==> config.mk <==
export PLATFORM = sky130hd
export DESIGN_NAME = button_press_gen_flat
export DESIGN_NICKNAME = d
export VERILOG_FILES = /design/src/rtl/button_press_gen_pkg.sv /design/src/rtl/button_press_gen_if.sv /design/src/rtl/button_press_gen_cycle_timer.sv /design/src/rtl/button_press_gen.sv /design/src/flat_wrapper.sv
export SDC_FILE = /design/constraint.sdc
export NUM_CORES = 1
export LEC_CHECK = 0
export ABC_CLOCK_PERIOD_IN_PS = 1400
export CORE_AREA = 3 3 40 42
export DETAILED_ROUTE_END_ITERATION = 7
export DIE_AREA = 0 0 43 45
export GPL_TIMING_DRIVEN = 0
export PLACE_DENSITY = 0.54
export SYNTH_ARGS = -nofsm -noshare
export SYNTH_HDL_FRONTEND = slang
export SYNTH_SLANG_ARGS = --single-unit
==> constraint.sdc <==
create_clock -name clock -period 1.4 [get_ports clock]
set_input_delay 0.28 -clock clock [delete_from_list [all_inputs] [get_ports clock]]
set_output_delay 0.28 -clock clock [all_outputs]
set_load 0.05 [all_outputs]
==> src/rtl/button_press_gen_pkg.sv <==
// Shared definitions for the synthetic pushbutton generator and the press
// detector bench: state encoding and default timing parameters.
package button_press_gen_pkg;

  typedef enum logic [1:0] {
    ST_IDLE  = 2'd0,
    ST_PRESS = 2'd1,
    ST_GAP   = 2'd2
  } state_t;

  localparam int DEF_PRESS_CYCLES = 4;
  localparam int DEF_GAP_CYCLES   = 4;
  localparam int DEF_MAX_PENDING  = 3;

  function automatic int max_int(input int a, input int b);
    return (a > b) ? a : b;
  endfunction

endpackage

==> src/rtl/button_press_gen_if.sv <==
// Request/status bundle between a press requester (master) and the
// synthetic button generator (slave).
interface button_press_gen_if
  import button_press_gen_pkg::*;
#(
  parameter int MAX_PENDING = DEF_MAX_PENDING
);
  localparam int PW = $clog2(MAX_PENDING + 1);

  logic          pulse_in;
  logic          button_out;
  logic          busy;
  logic [PW-1:0] pending;
  logic          overflow;

  modport master (output pulse_in, input button_out, busy, pending, overflow);
  modport slave  (input pulse_in, output button_out, busy, pending, overflow);
endinterface

==> src/rtl/button_press_gen_cycle_timer.sv <==
// Loadable down-counter; done is high while the count sits at zero.
// It saturates at zero rather than wrapping.
module cycle_timer #(
  parameter int WIDTH = 3
) (
  input  logic             clock,
  input  logic             reset,
  input  logic             load,
  input  logic [WIDTH-1:0] load_value,
  output logic             done
);
  logic [WIDTH-1:0] count_q;

  always_ff @(posedge clock or negedge reset) begin
    if (!reset) begin
      count_q <= '0;
    end else if (load) begin
      count_q <= load_value;
    end else if (count_q != '0) begin
      count_q <= count_q - WIDTH'(1);
    end
  end

  assign done = (count_q == '0);
endmodule

==> src/rtl/button_press_gen.sv <==
// Synthetic active-low pushbutton: each accepted request becomes one press
// of PRESS_CYCLES followed by a GAP_CYCLES release, with a bounded queue.
module button_press_gen
  import button_press_gen_pkg::*;
#(
  parameter int PRESS_CYCLES = DEF_PRESS_CYCLES,
  parameter int GAP_CYCLES   = DEF_GAP_CYCLES,
  parameter int MAX_PENDING  = DEF_MAX_PENDING
) (
  input logic                clock,
  input logic                reset,
  button_press_gen_if.slave  bus
);
  localparam int PW = $clog2(MAX_PENDING + 1);
  localparam int TW = $clog2(max_int(PRESS_CYCLES, GAP_CYCLES) + 1);
  localparam logic [TW-1:0] PRESS_LOAD = TW'(PRESS_CYCLES - 1);
  localparam logic [TW-1:0] GAP_LOAD   = TW'(GAP_CYCLES - 1);
  localparam logic [PW-1:0] PEND_MAX   = PW'(MAX_PENDING);

  state_t        state_q, state_d;
  logic [PW-1:0] pending_q, pending_d;
  logic          overflow_q, overflow_d;
  logic          timer_load;
  logic [TW-1:0] timer_value;
  logic          timer_done;
  logic          have_pending;
  logic          start_press;
  logic          dequeue;
  logic          direct;
  logic          enqueue;

  cycle_timer #(.WIDTH(TW)) u_timer (
    .clock      (clock),
    .reset      (reset),
    .load       (timer_load),
    .load_value (timer_value),
    .done       (timer_done)
  );

  always_ff @(posedge clock or negedge reset) begin
    if (!reset) begin
      state_q    <= ST_IDLE;
      pending_q  <= '0;
      overflow_q <= 1'b0;
    end else begin
      state_q    <= state_d;
      pending_q  <= pending_d;
      overflow_q <= overflow_d;
    end
  end

  always_comb begin
    state_d      = state_q;
    timer_load   = 1'b0;
    timer_value  = '0;
    start_press  = 1'b0;
    pending_d    = pending_q;
    overflow_d   = 1'b0;
    have_pending = (pending_q != '0);

    case (state_q)
      ST_IDLE:  start_press = have_pending || bus.pulse_in;
      ST_PRESS: begin
        if (timer_done) begin
          state_d     = ST_GAP;
          timer_load  = 1'b1;
          timer_value = GAP_LOAD;
        end
      end
      ST_GAP: begin
        if (timer_done) begin
          if (have_pending || bus.pulse_in) start_press = 1'b1;
          else                              state_d     = ST_IDLE;
        end
      end
      default: state_d = ST_IDLE;
    endcase

    if (start_press) begin
      state_d     = ST_PRESS;
      timer_load  = 1'b1;
      timer_value = PRESS_LOAD;
    end

    // A queued request always wins the start slot; the live pulse only
    // starts a press directly when nothing is waiting.
    dequeue = start_press && have_pending;
    direct  = start_press && !have_pending;
    enqueue = bus.pulse_in && !direct;

    if (enqueue && !dequeue) begin
      if (pending_q == PEND_MAX) overflow_d = 1'b1;
      else                       pending_d  = pending_q + PW'(1);
    end else if (dequeue && !enqueue) begin
      pending_d = pending_q - PW'(1);
    end
  end

  assign bus.button_out = (state_q != ST_PRESS);
  assign bus.busy       = (state_q != ST_IDLE);
  assign bus.pending    = pending_q;
  assign bus.overflow   = overflow_q;
endmodule
==> src/flat_wrapper.sv <==
// flat-port wrapper written by rule: the top's interface ports become plain ports
module button_press_gen_flat import button_press_gen_pkg::*;
#(
  parameter int PRESS_CYCLES = DEF_PRESS_CYCLES,
  parameter int GAP_CYCLES   = DEF_GAP_CYCLES,
  parameter int MAX_PENDING  = DEF_MAX_PENDING
)
  (clock, reset, bus_pulse_in, bus_button_out, bus_busy, bus_pending, bus_overflow);
  button_press_gen_if #(.MAX_PENDING(MAX_PENDING)) bus_i ();
  input logic clock;
  input logic reset;
  input wire logic [$bits(bus_i.pulse_in)-1:0] bus_pulse_in;
  output wire logic [$bits(bus_i.button_out)-1:0] bus_button_out;
  output wire logic [$bits(bus_i.busy)-1:0] bus_busy;
  output wire logic [$bits(bus_i.pending)-1:0] bus_pending;
  output wire logic [$bits(bus_i.overflow)-1:0] bus_overflow;
  assign bus_i.pulse_in = bus_pulse_in;
  assign bus_button_out = bus_i.button_out;
  assign bus_busy = bus_i.busy;
  assign bus_pending = bus_i.pending;
  assign bus_overflow = bus_i.overflow;
  button_press_gen #(.PRESS_CYCLES(PRESS_CYCLES), .GAP_CYCLES(GAP_CYCLES), .MAX_PENDING(MAX_PENDING)) u_core (.clock(clock), .reset(reset), .bus(bus_i));
endmodule
==> impl_metrics.csv, run 1 <==
group,metric,value,unit
clock_tree,hold_buffers,0,
synthesis,avgSynthCellArea,9.602,µm²
pwr,clockPowerShare,12.3,%
final_layout,synthToLayoutAreaGrowth,37.11,%
worst_setup_path,worst-path-max-fanout,4,
clock_tree,clk_pin_slew,60,ps
timing,period_share,98.59,%
routing,via_per_inst,4.959,
synthesis,ys_types,21,
routing,wl,894,µm
worst_setup_path,max_stage_delay,430,ps
worst_setup_path,critPathKind,"register to primary output",
die,rows,13,
timing,fmax,724.5,MHz
clock_tree,clk_path_buf_depth,2,
status,status,"completed",
pwr,vdd_drop_max,0.9619,mV
timing,skew,10.27,ps
routing,dr_total_vias,367,
placement,gp_congestion,0.6858,
routing,dr.pass1.iters,3,
clock_tree,htree_levels,1,
worst_setup_path,rr_endpoint,"u_core.u_timer.count_q[0]",
placement,dp.cells,67,
final_layout,antenna_cells,0,
pwr,seqPwrFrac,27.7,%
worst_setup_path,r2r_cells,5,
timing,period_minus_slack,1380,ps
final_layout,final_cells,74,
placement,placed_area,521.8,µm²
synthesis,ys_ff_latch,8,
final_layout,drive_gt1_share,42.37,%
clock_tree,worst_skew_pair.late_latency,260,ps
routing,routedWlPerCell,12.08,µm
synthesis,syn_area,441.7,µm²
worst_setup_path,cp-endpoint,"bus_busy",
worst_setup_path,r2r_slack,50,ps
timing,rsz0062_at_grt,"true",
global_routing,grt_pass1_wl,1504,µm
pwr,combPwrFrac,60.0,%
die,die_w,43,µm
worst_setup_path,slowest_stage,"dfrtp_2",
die,coreArea,0.001285,mm²
final_layout,postLayoutCellArea,605.6,µm²
placement,dp_hpwl,557,µm
worst_setup_path,worstSetupEndpointType,"primary output",
timing,setup_viol,0,
routing,drcViolationCount,0,
worst_setup_path,crit_start,"u_core.state_q[0]",
die,ios,8,
pwr,internal-power,826.7,µW
die,start_util,34.37,%
timing,worstMarginPinSlew,477.4,ps
timing,hold_viol,0,
worst_setup_path,critPathBufInv,1,
job,maxCapViolations,0,
placement,port_buffers,6,
global_routing,first_global_vias,347,
worst_setup_path,critPathTopFamily,"flip-flops",
timing,slew_violations,0,
pwr,p_leak,0.2579,nW
worst_setup_path,reg2reg_from,"u_core.u_timer.count_q[0]",
die,dieArea,0.001935,mm²
pwr,p_sw,697.3,µW
worst_hold_path,hold_class,"primary input to async pin",
synthesis,synth_nets,51,
worst_setup_path,start_kind,"register",
synthesis,netlist_instances,46,
global_routing,grt_max_degree,11,
clock_tree,cts_root_buffer,"clkbuf_4",
global_routing,track_usage,10.85,%
routing,ant_nets,0,
worst_setup_path,cp_cell_sequence,"or2_4 -> buf_6",
clock_tree,cts_tree,"done",
worst_setup_path,worst-path-stages,2,
global_routing,globalRouteOverflowTotal,0,
pwr,p_per_area,2517,mW/mm²
routing,drtIter0Drc,2,
clock_tree,numCtsBuffers,3,
synthesis,yosys_warnings,0,
die,die_y,45,µm
clock_tree,clkSinkCount,8,
timing,slew_headroom,68.30,%
synthesis,ys_seq_area_share,45.33,%
pwr,switching_share,45.76,%
final_layout,nNetsFinal,65,
worst_setup_path,cp_data_required_time,1120,ps
worst_setup_path,worstPathArrival,1100,ps
global_routing,antenna_found_initial,0,
==> cell type report <==
type | count | area (µm²)
timing repair buffer | 9 | 68.82
inverter | 3 | 11.26
fill | 117 | 679.4
clock buffer | 4 | 26.28
sequential | 8 | 203.9
buffer | 3 | 23.77
multi-input combinational | 32 | 252.7
tap | 15 | 18.77
==> cell families after synthesis <==
kind of cell	count (synthesis)	synth area share, %
compound gates	11	15.30
fa+ha+maj	2	5.665
flops	8	45.33
mux	1	2.266
buf+inv	6	6.516
simple gates	18	24.93
==> worst reg2reg max path, cell delays in order, from the launching register on <==
cell	delay (ps)
dfrtp_1	330
inv_2	50
ha_1	190
ha_2	180
buf_2	150
o32a_1	330
==> worst min path at each step <==
stage	from	to	slack (ps)
after global routing	reset	u_core.bus.overflow	320
after global placement	u_core.u_timer.count_q[2]	u_core.u_timer.count_q[2]	570
after detailed placement	u_core.u_timer.count_q[2]	u_core.u_timer.count_q[2]	560
after floorplan	reset	u_core.bus.overflow	-20
after CTS	reset	u_core.bus.overflow	310
final	reset	u_core.bus.overflow	300
==> cells in the final DEF, fill, tap and decap left out <==
master / netlist / layout
a211oi_2: 0 / 1
a21oi_1: 4 / 4
a22o_1: 1 / 1
a31oi_1: 1 / 1
buf_2: 2 / 3
buf_4: 1 / 4
buf_6: 0 / 2
clkbuf_1: 0 / 1
clkbuf_2: 0 / 1
clkbuf_4: 0 / 3
clkdlybuf4s15_1: 0 / 1
clkdlybuf4s50_1: 0 / 1
dfrtp_1: 8 / 5
dfrtp_2: 0 / 3
ha_1: 2 / 1
ha_2: 0 / 1
inv_1: 3 / 2
inv_2: 0 / 1
mux2i_1: 1 / 1
nand2b_1: 3 / 1
nand2b_4: 0 / 2
nand3_1: 3 / 3
nand3b_1: 2 / 2
nor2_1: 5 / 4
nor2_4: 0 / 1
nor2b_4: 0 / 1
nor3_4: 1 / 1
nor3b_1: 1 / 1
nor4_1: 1 / 1
o21ai_0: 3 / 3
o32a_1: 1 / 1
or2_4: 0 / 1
==> synth_stat cells, drive strengths merged <==
cell | count | area share (%)
nor3 | 1 | 3.7
a31oi | 1 | 1.4
nand2b | 3 | 4.2
o21ai | 3 | 3.4
nor2 | 5 | 4.2
mux2i | 1 | 2.3
nor2b | 1 | 1.4
o32a | 1 | 2.3
a21oi | 4 | 4.5
or2 | 1 | 1.4
nand3b | 2 | 3.4
nor4 | 1 | 1.4
buf | 3 | 4.0
ha | 2 | 5.7
nor3b | 1 | 1.7
inv | 3 | 2.5
a211oi | 1 | 1.7
dfrtp | 8 | 45
a22o | 1 | 2.0
nand3 | 3 | 3.4
==> power groups by stage <==
stage / clock, mW / combinational [mW] / sequential, mW
4_1_cts: 0.202 / 0.823 / 0.402
5_1_grt: 0.221 / 1.01 / 0.435
3_5_place_dp: 0 / 0.786 / 0.410
3_3_place_gp: 0 / 0.783 / 0.407
6_report: 0.188 / 0.914 / 0.422
2_1_floorplan: 0 / 0.466 / 0.523
==> stage by stage <==
| stage | utilization [%] | TNS, ps | hold WS (ps) | power [mW] | setup slack, ps |
|---|---|---|---|---|---|
| floorplan | - | 0 | -15.59 | 0.9891 | 60.87 |
| global placement | 40.60 | -995.5 | 571.4 | 1.190 | -311.3 |
| detailed placement | 40.60 | -1032 | 558.3 | 1.196 | -299.3 |
| CTS | 44.50 | -97.48 | 307.2 | 1.426 | -97.48 |
| global route | 47.13 | -90.27 | 316.4 | 1.662 | -42.09 |
| finish | 47.13 | 0 | 303.7 | 1.524 | 19.69 |
==> per-layer routing <==
metal	part of all wire [%]	track usage, %	wire length, µm
met1	51	14.39	460
met2	43	14.07	382
met4	1.0	3.614	9
met5	0	0	0
met3	4.6	7.171	41
==> state kept, by name, indices dropped and copies added, names as in the netlist <==
register / count
u_core.bus.overflow: 1
u_core.u_timer.count_q: 3
u_core.state_q: 2
u_core.bus.pending: 2
==> timing repair <==
item	in CTS	in global routing
endpoints found under the setup margin	9	8
gates resized for setup	24	14
gates cloned	0	1
setup buffers	2	0
pin swaps	1	1
No activity file was read; power rests on OpenSTA's default activity.
==> run 2: changes to the inputs <==
--- a/config.mk
+++ b/config.mk
@@ -6,11 +6,11 @@
 export NUM_CORES = 1
 export LEC_CHECK = 0
 export ABC_CLOCK_PERIOD_IN_PS = 1400
-export CORE_AREA = 3 3 40 42
+export CORE_AREA = 3 3 43 45
 export DETAILED_ROUTE_END_ITERATION = 7
-export DIE_AREA = 0 0 43 45
+export DIE_AREA = 0 0 46 48
 export GPL_TIMING_DRIVEN = 0
-export PLACE_DENSITY = 0.54
+export PLACE_DENSITY = 0.47
 export SYNTH_ARGS = -nofsm -noshare
 export SYNTH_HDL_FRONTEND = slang
 export SYNTH_SLANG_ARGS = --single-unit
==> run 2 against run 1 <==
  * Power shrank 4.1%
  * Utilization down 7.9 points
  * Worst setup slack improved by 6.9 ps
  * Fmax is 0.51% higher
  * First-iteration DRC count increased by 100%
  * Largest cell class unchanged
  * Wire length shrank 5.0%
==> impl_metrics.csv, run 2 (synthesis results as in run 1) <==
group,metric,value,unit
worst_setup_path,start_kind,"register",
status,status,"completed",
routing,routedWlPerCell,11.32,µm
placement,dp_slack,-312.0,ps
die,dieArea,0.002208,mm²
final_layout,drive_gt1_share,35.59,%
worst_setup_path,critPathKind,"register to primary output",
routing,met3_length,42,µm
routing,ant_nets,0,
routing,via_per_inst,4.987,
timing,hold_viol,0,
clock_tree,htree_levels,1,
pwr,p_per_area,2475,mW/mm²
final_layout,nNetsFinal,65,
timing,period_share,98.10,%
pwr,totalPowerFinal,1.462,mW
timing,setup_viol,0,
pwr,clockPowerShare,13.0,%
final_layout,antenna_cells,0,
global_routing,first_global_vias,336,
worst_setup_path,worstSetupEndpointType,"primary output",
pwr,switching_share,45.55,%
pwr,internal-power,795.8,µW
routing,dr.pass1.iters,4,
placement,dp.cells,68,
clock_tree,cts_root_buffer,"clkbuf_4",
worst_setup_path,worstPathArrival,1090,ps
global_routing,globalRouteOverflowTotal,0,
pwr,vdd_drop_max,0.9488,mV
clock_tree,worst_skew_pair.late_latency,250,ps
routing,drcViolationCount,0,
pwr,seqPwrFrac,27.8,%
clock_tree,hold_buffers,0,
worst_hold_path,hold_class,"primary input to async pin",
timing,rsz0062_at_grt,"true",
final_layout,postLayoutCellArea,590.6,µm²
timing,slew_violations,0,
routing,met2_length,393,µm
global_routing,track_usage,10.09,%
die,die_y,48,µm
die,ios,8,
final_layout,most-common-layout-cells,"buf_4, dfrtp_1, nor2_1, a21oi_1, clkbuf_4",
worst_setup_path,r2r_cells,6,
final_layout,synthToLayoutAreaGrowth,33.71,%
final_layout,final_cells,75,
placement,dp_hpwl,606.3,µm
die,rows,14,
timing,worst_slack,26.64,ps
timing,period_minus_slack,1373,ps
clock_tree,clkSinkCount,8,
clock_tree,numCtsBuffers,3,
routing,dr_total_vias,374,
clock_tree,clk_path_buf_depth,2,
final_layout,largest_reg_flops,3,
placement,placed_area,523.0,µm²
clock_tree,cts_tree,"done",
worst_setup_path,cp_data_required_time,1120,ps
die,coreArea,0.001506,mm²
placement,port_buffers,6,
global_routing,grt_max_degree,10,
die,start_util,29.32,%
job,maxCapViolations,0,
placement,gp_congestion,0.6801,
pwr,p_leak,0.2517,nW
pwr,p_sw,665.8,µW
worst_setup_path,worst-path-max-fanout,4,
global_routing,grt_pass1_wl,1469,µm
routing,drtIter0Drc,4,
clock_tree,clk_pin_slew,60,ps
timing,worstMarginPinSlew,476.0,ps
final_layout,regMostFlops,"u_core.u_timer.count_q",
timing,skew,3.173,ps
timing,slew_headroom,68.39,%
routing,top_layer_used,"met4",
timing,fmax,728.1,MHz
routing,wl,849,µm
global_routing,antenna_found_initial,0,
pwr,combPwrFrac,59.2,%
routing,wl_met1,401,µm
die,die_w,46,µm
final_layout,fill_cells,153,
-- run 2: changes by cell type in the layout (fill, tap and decap cells not counted), sizes merged --
cell,delta
buf,-1
clkdlybuf4s15,+1
-- run 2: layer usage --
metal / vias to the layer above / GRT usage (%)
li1: 187 / -
met5: - / 0
met1: 178 / 11.06
met4: 0 / 5.114
met3: 2 / 6.767
met2: 7 / 14.84
-- run 2: critical path, cell delays in order (launching register included) --
cell,delay [ps]
dfrtp_2,410
or2_1,270
buf_6,160
-- run 2: final cells by class --
class	instances	area [µm²]	share of cell area, %
buffer	2	12.51	2.119
tap	16	20.02	3.390
sequential	8	202.7	34.32
clock buffer	4	26.28	4.449
timing repair buffer	10	87.58	14.83
inverter	3	11.26	1.907
multi-input combinational	32	230.2	38.98
-- run 2: final timing paths --
| kind | from | end | slack (ps) |
|---|---|---|---|
| min in group clock | bus_pulse_in | u_core.bus.overflow | 350 |
| hold / removal | reset | u_core.u_timer.count_q[0] | 310 |
| hold reg to reg | u_core.u_timer.count_q[2] | u_core.u_timer.count_q[2] | 560 |
| setup reg to reg | u_core.u_timer.count_q[0] | u_core.bus.pending[0] | 100 |
| max in group asynchronous | reset | u_core.state_q[0] | 780 |
| setup / recovery | u_core.state_q[0] | bus_busy | 30 |
-- run 2: power by group through the flow --
stage,Combinational [mW],Clock (mW),Sequential (mW)
floorplan,0.466,0,0.523
global placement,0.786,0,0.410
detailed placement,0.786,0,0.413
finish,0.865,0.191,0.406
CTS,0.851,0.206,0.404
global route,0.956,0.221,0.423
-- run 2: per-stage QoR --
stage	TNS (ps)	utilization, %	hold slack (ps)
detailed placement	-1080	34.72	564.0
finish	0	39.20	314.0
CTS	-120.1	38.95	320.6
floorplan	0	-	-15.59
global placement	-1083	34.72	558.5
global route	-52.94	39.20	328.3
-- run 2: what timing repair did --
item | 4_1_cts | 5_1_grt
buffers inserted | 4 | 0
pin swaps | 1 | 1
setup endpoints to repair | 9 | 9
resized for setup | 24 | 10
==> run 3: changes to the inputs <==
--- a/config.mk
+++ b/config.mk
@@ -7,10 +7,12 @@
 export LEC_CHECK = 0
 export ABC_CLOCK_PERIOD_IN_PS = 1400
 export CORE_AREA = 3 3 43 45
+export CTS_CLUSTER_DIAMETER = 100
 export DETAILED_ROUTE_END_ITERATION = 7
 export DIE_AREA = 0 0 46 48
 export GPL_TIMING_DRIVEN = 0
 export PLACE_DENSITY = 0.47
+export REMOVE_ABC_BUFFERS = 1
 export SYNTH_ARGS = -nofsm -noshare
 export SYNTH_HDL_FRONTEND = slang
 export SYNTH_SLANG_ARGS = --single-unit
==> run 3 against run 2 <==
  * Critical path depth did not move
  * Highest routed layer is now met3
  * Combinational power fell by 3.1%
  * Largest cell class unchanged
  * Largest power group unchanged
  * Sequential power rose by 7.9%
==> impl_metrics.csv, run 3 (synthesis results as in run 1) <==
group,metric,value,unit
die,start_util,29.32,%
timing,rsz0062_at_grt,"true",
worst_setup_path,critPathKind,"register to primary output",
timing,fmax,727.2,MHz
timing,period_minus_slack,1375,ps
routing,drcViolationCount,0,
placement,placed_area,514.2,µm²
global_routing,first_global_vias,309,
clock_tree,cts_tree,"done",
routing,routedWlPerCell,11.76,µm
clock_tree,clkSinkCount,8,
worst_setup_path,worstPathArrival,1100,ps
routing,wl,847,µm
clock_tree,cts_root_buffer,"clkbuf_4",
worst_hold_path,hold_class,"primary input to async pin",
status,status,"completed",
routing,via_per_inst,4.889,
final_layout,most-common-layout-cells,"dfrtp_1, buf_4, nor2_1, a21oi_1",
routing,top_layer_used,"met3",
clock_tree,clk_pin_slew,60,ps
placement,dp_hpwl,571.6,µm
worst_setup_path,cp_data_required_time,1120,ps
final_layout,largest_reg_flops,3,
placement,gp_congestion,0.6944,
die,die_y,48,µm
timing,slew_violations,0,
routing,dr.pass1.iters,4,
pwr,p_per_area,2496,mW/mm²
worst_setup_path,crit_start,"u_core.state_q[0]",
timing,setup_viol,0,
global_routing,globalRouteOverflowTotal,0,
worst_setup_path,worst-path-max-fanout,5,
timing,period_share,98.22,%
final_layout,drive_gt1_share,32.14,%
timing,skew,1.280,ps
routing,dr_total_vias,352,
die,rows,14,
final_layout,fill_cells,159,
worst_setup_path,start_kind,"register",
final_layout,regMostFlops,"u_core.u_timer.count_q",
job,maxCapViolations,0,
routing,met2_length,364,µm
final_layout,final_common_cell,"dfrtp_1",
timing,slew_headroom,67.92,%
timing,worstMarginPinSlew,483.1,ps
final_layout,antenna_cells,0,
final_layout,nNetsFinal,63,
global_routing,antenna_found_initial,0,
pwr,p_leak,0.2483,nW
final_layout,postLayoutCellArea,583.1,µm²
timing,hold_viol,0,
global_routing,grt_pass1_wl,1373,µm
die,ios,8,
routing,wl_met1,434,µm
routing,met3_length,48,µm
global_routing,grt_max_degree,11,
pwr,vdd_drop_max,0.8279,mV
final_layout,final_cells,72,
routing,drtIter0Drc,10,
worst_setup_path,worstSetupEndpointType,"primary output",
die,die_w,46,µm
global_routing,track_usage,8.999,%
clock_tree,numCtsBuffers,3,
final_layout,synthToLayoutAreaGrowth,32.01,%
worst_setup_path,reg2reg_from,"u_core.u_timer.count_q[0]",
die,dieArea,0.002208,mm²
die,coreArea,0.001506,mm²
clock_tree,worst_skew_pair.late_latency,250,ps
clock_tree,htree_levels,1,
placement,dp.cells,66,
worst_setup_path,slowest_stage,"dfrtp_2",
clock_tree,clk_path_buf_depth,2,
placement,port_buffers,7,
worst_setup_path,max_stage_delay,440,ps
worst_setup_path,cp_cell_sequence,"or2_4 -> buf_8",
routing,ant_nets,0,
run 3: metal layers:
layer / vias up / GRT usage, %
met5: - / 0
met4: 0 / 5.114
met3: 0 / 3.383
met2: 7 / 12.09
met1: 163 / 12.19
li1: 182 / -
run 3: repair_timing:
action                                 in CTS  in global routing
pin swaps                                   0                  2
endpoints found under the hold margin       0                  0
hold buffers                                0                  0
setup endpoints to repair                   9                  4
buffers inserted                            1                  2
resized for setup                          27                  9
run 3: path summary, 6_finish.rpt:
check / endpoint / slack (ps) / cells past startpoint
worst max-delay path: bus_busy / 20 / 2
worst min-delay path: u_core.bus.pending[0] / 310 / 1
worst max register to register: u_core.u_timer.count_q[0] / 100 / 5
worst min register to register: u_core.state_q[1] / 560 / 1
max in group asynchronous: u_core.state_q[0] / 800 / 1
min in group clock: u_core.state_q[1] / 560 / 1
run 3: area by class of cell:
type / count / area (µm²) / share of cell area [%]
multi-input cells: 32 / 240.2 / 41.20
well taps: 16 / 20.02 / 3.433
repair buffers: 10 / 87.58 / 15.02
flip-flops and latches: 8 / 201.4 / 34.55
clock buffers: 3 / 22.52 / 3.863
inverters: 3 / 11.26 / 1.931
run 3: worst max-delay path: cells and delay by family (launching register included):
kind,cells,cell delay [ps]
flops,1,440
simple gates,1,250
buf+inv,1,150
run 3: per-stage QoR:
step | util [%] | total power, mW | setup TNS, ps | hold WS (ps) | setup slack [ps]
after floorplan | - | 0.9648 | 0 | -15.59 | 47.94
final | 38.70 | 1.456 | 0 | 309.8 | 24.90
after detailed placement | 34.14 | 1.175 | -1709 | 553.5 | -307.7
after global placement | 34.14 | 1.180 | -1734 | 554.2 | -315.1
after CTS | 36.96 | 1.402 | -133.9 | 323.5 | -133.9
after global routing | 38.70 | 1.572 | -15.84 | 335.6 | -15.84
run 3: power breakdown:
group,total (mW),leakage [nW],switching (mW),internal [mW]
clock,0.179,0.0138,0.0806,0.0983
sequential,0.438,0.0901,0.106,0.332
combinational,0.838,0.144,0.486,0.353
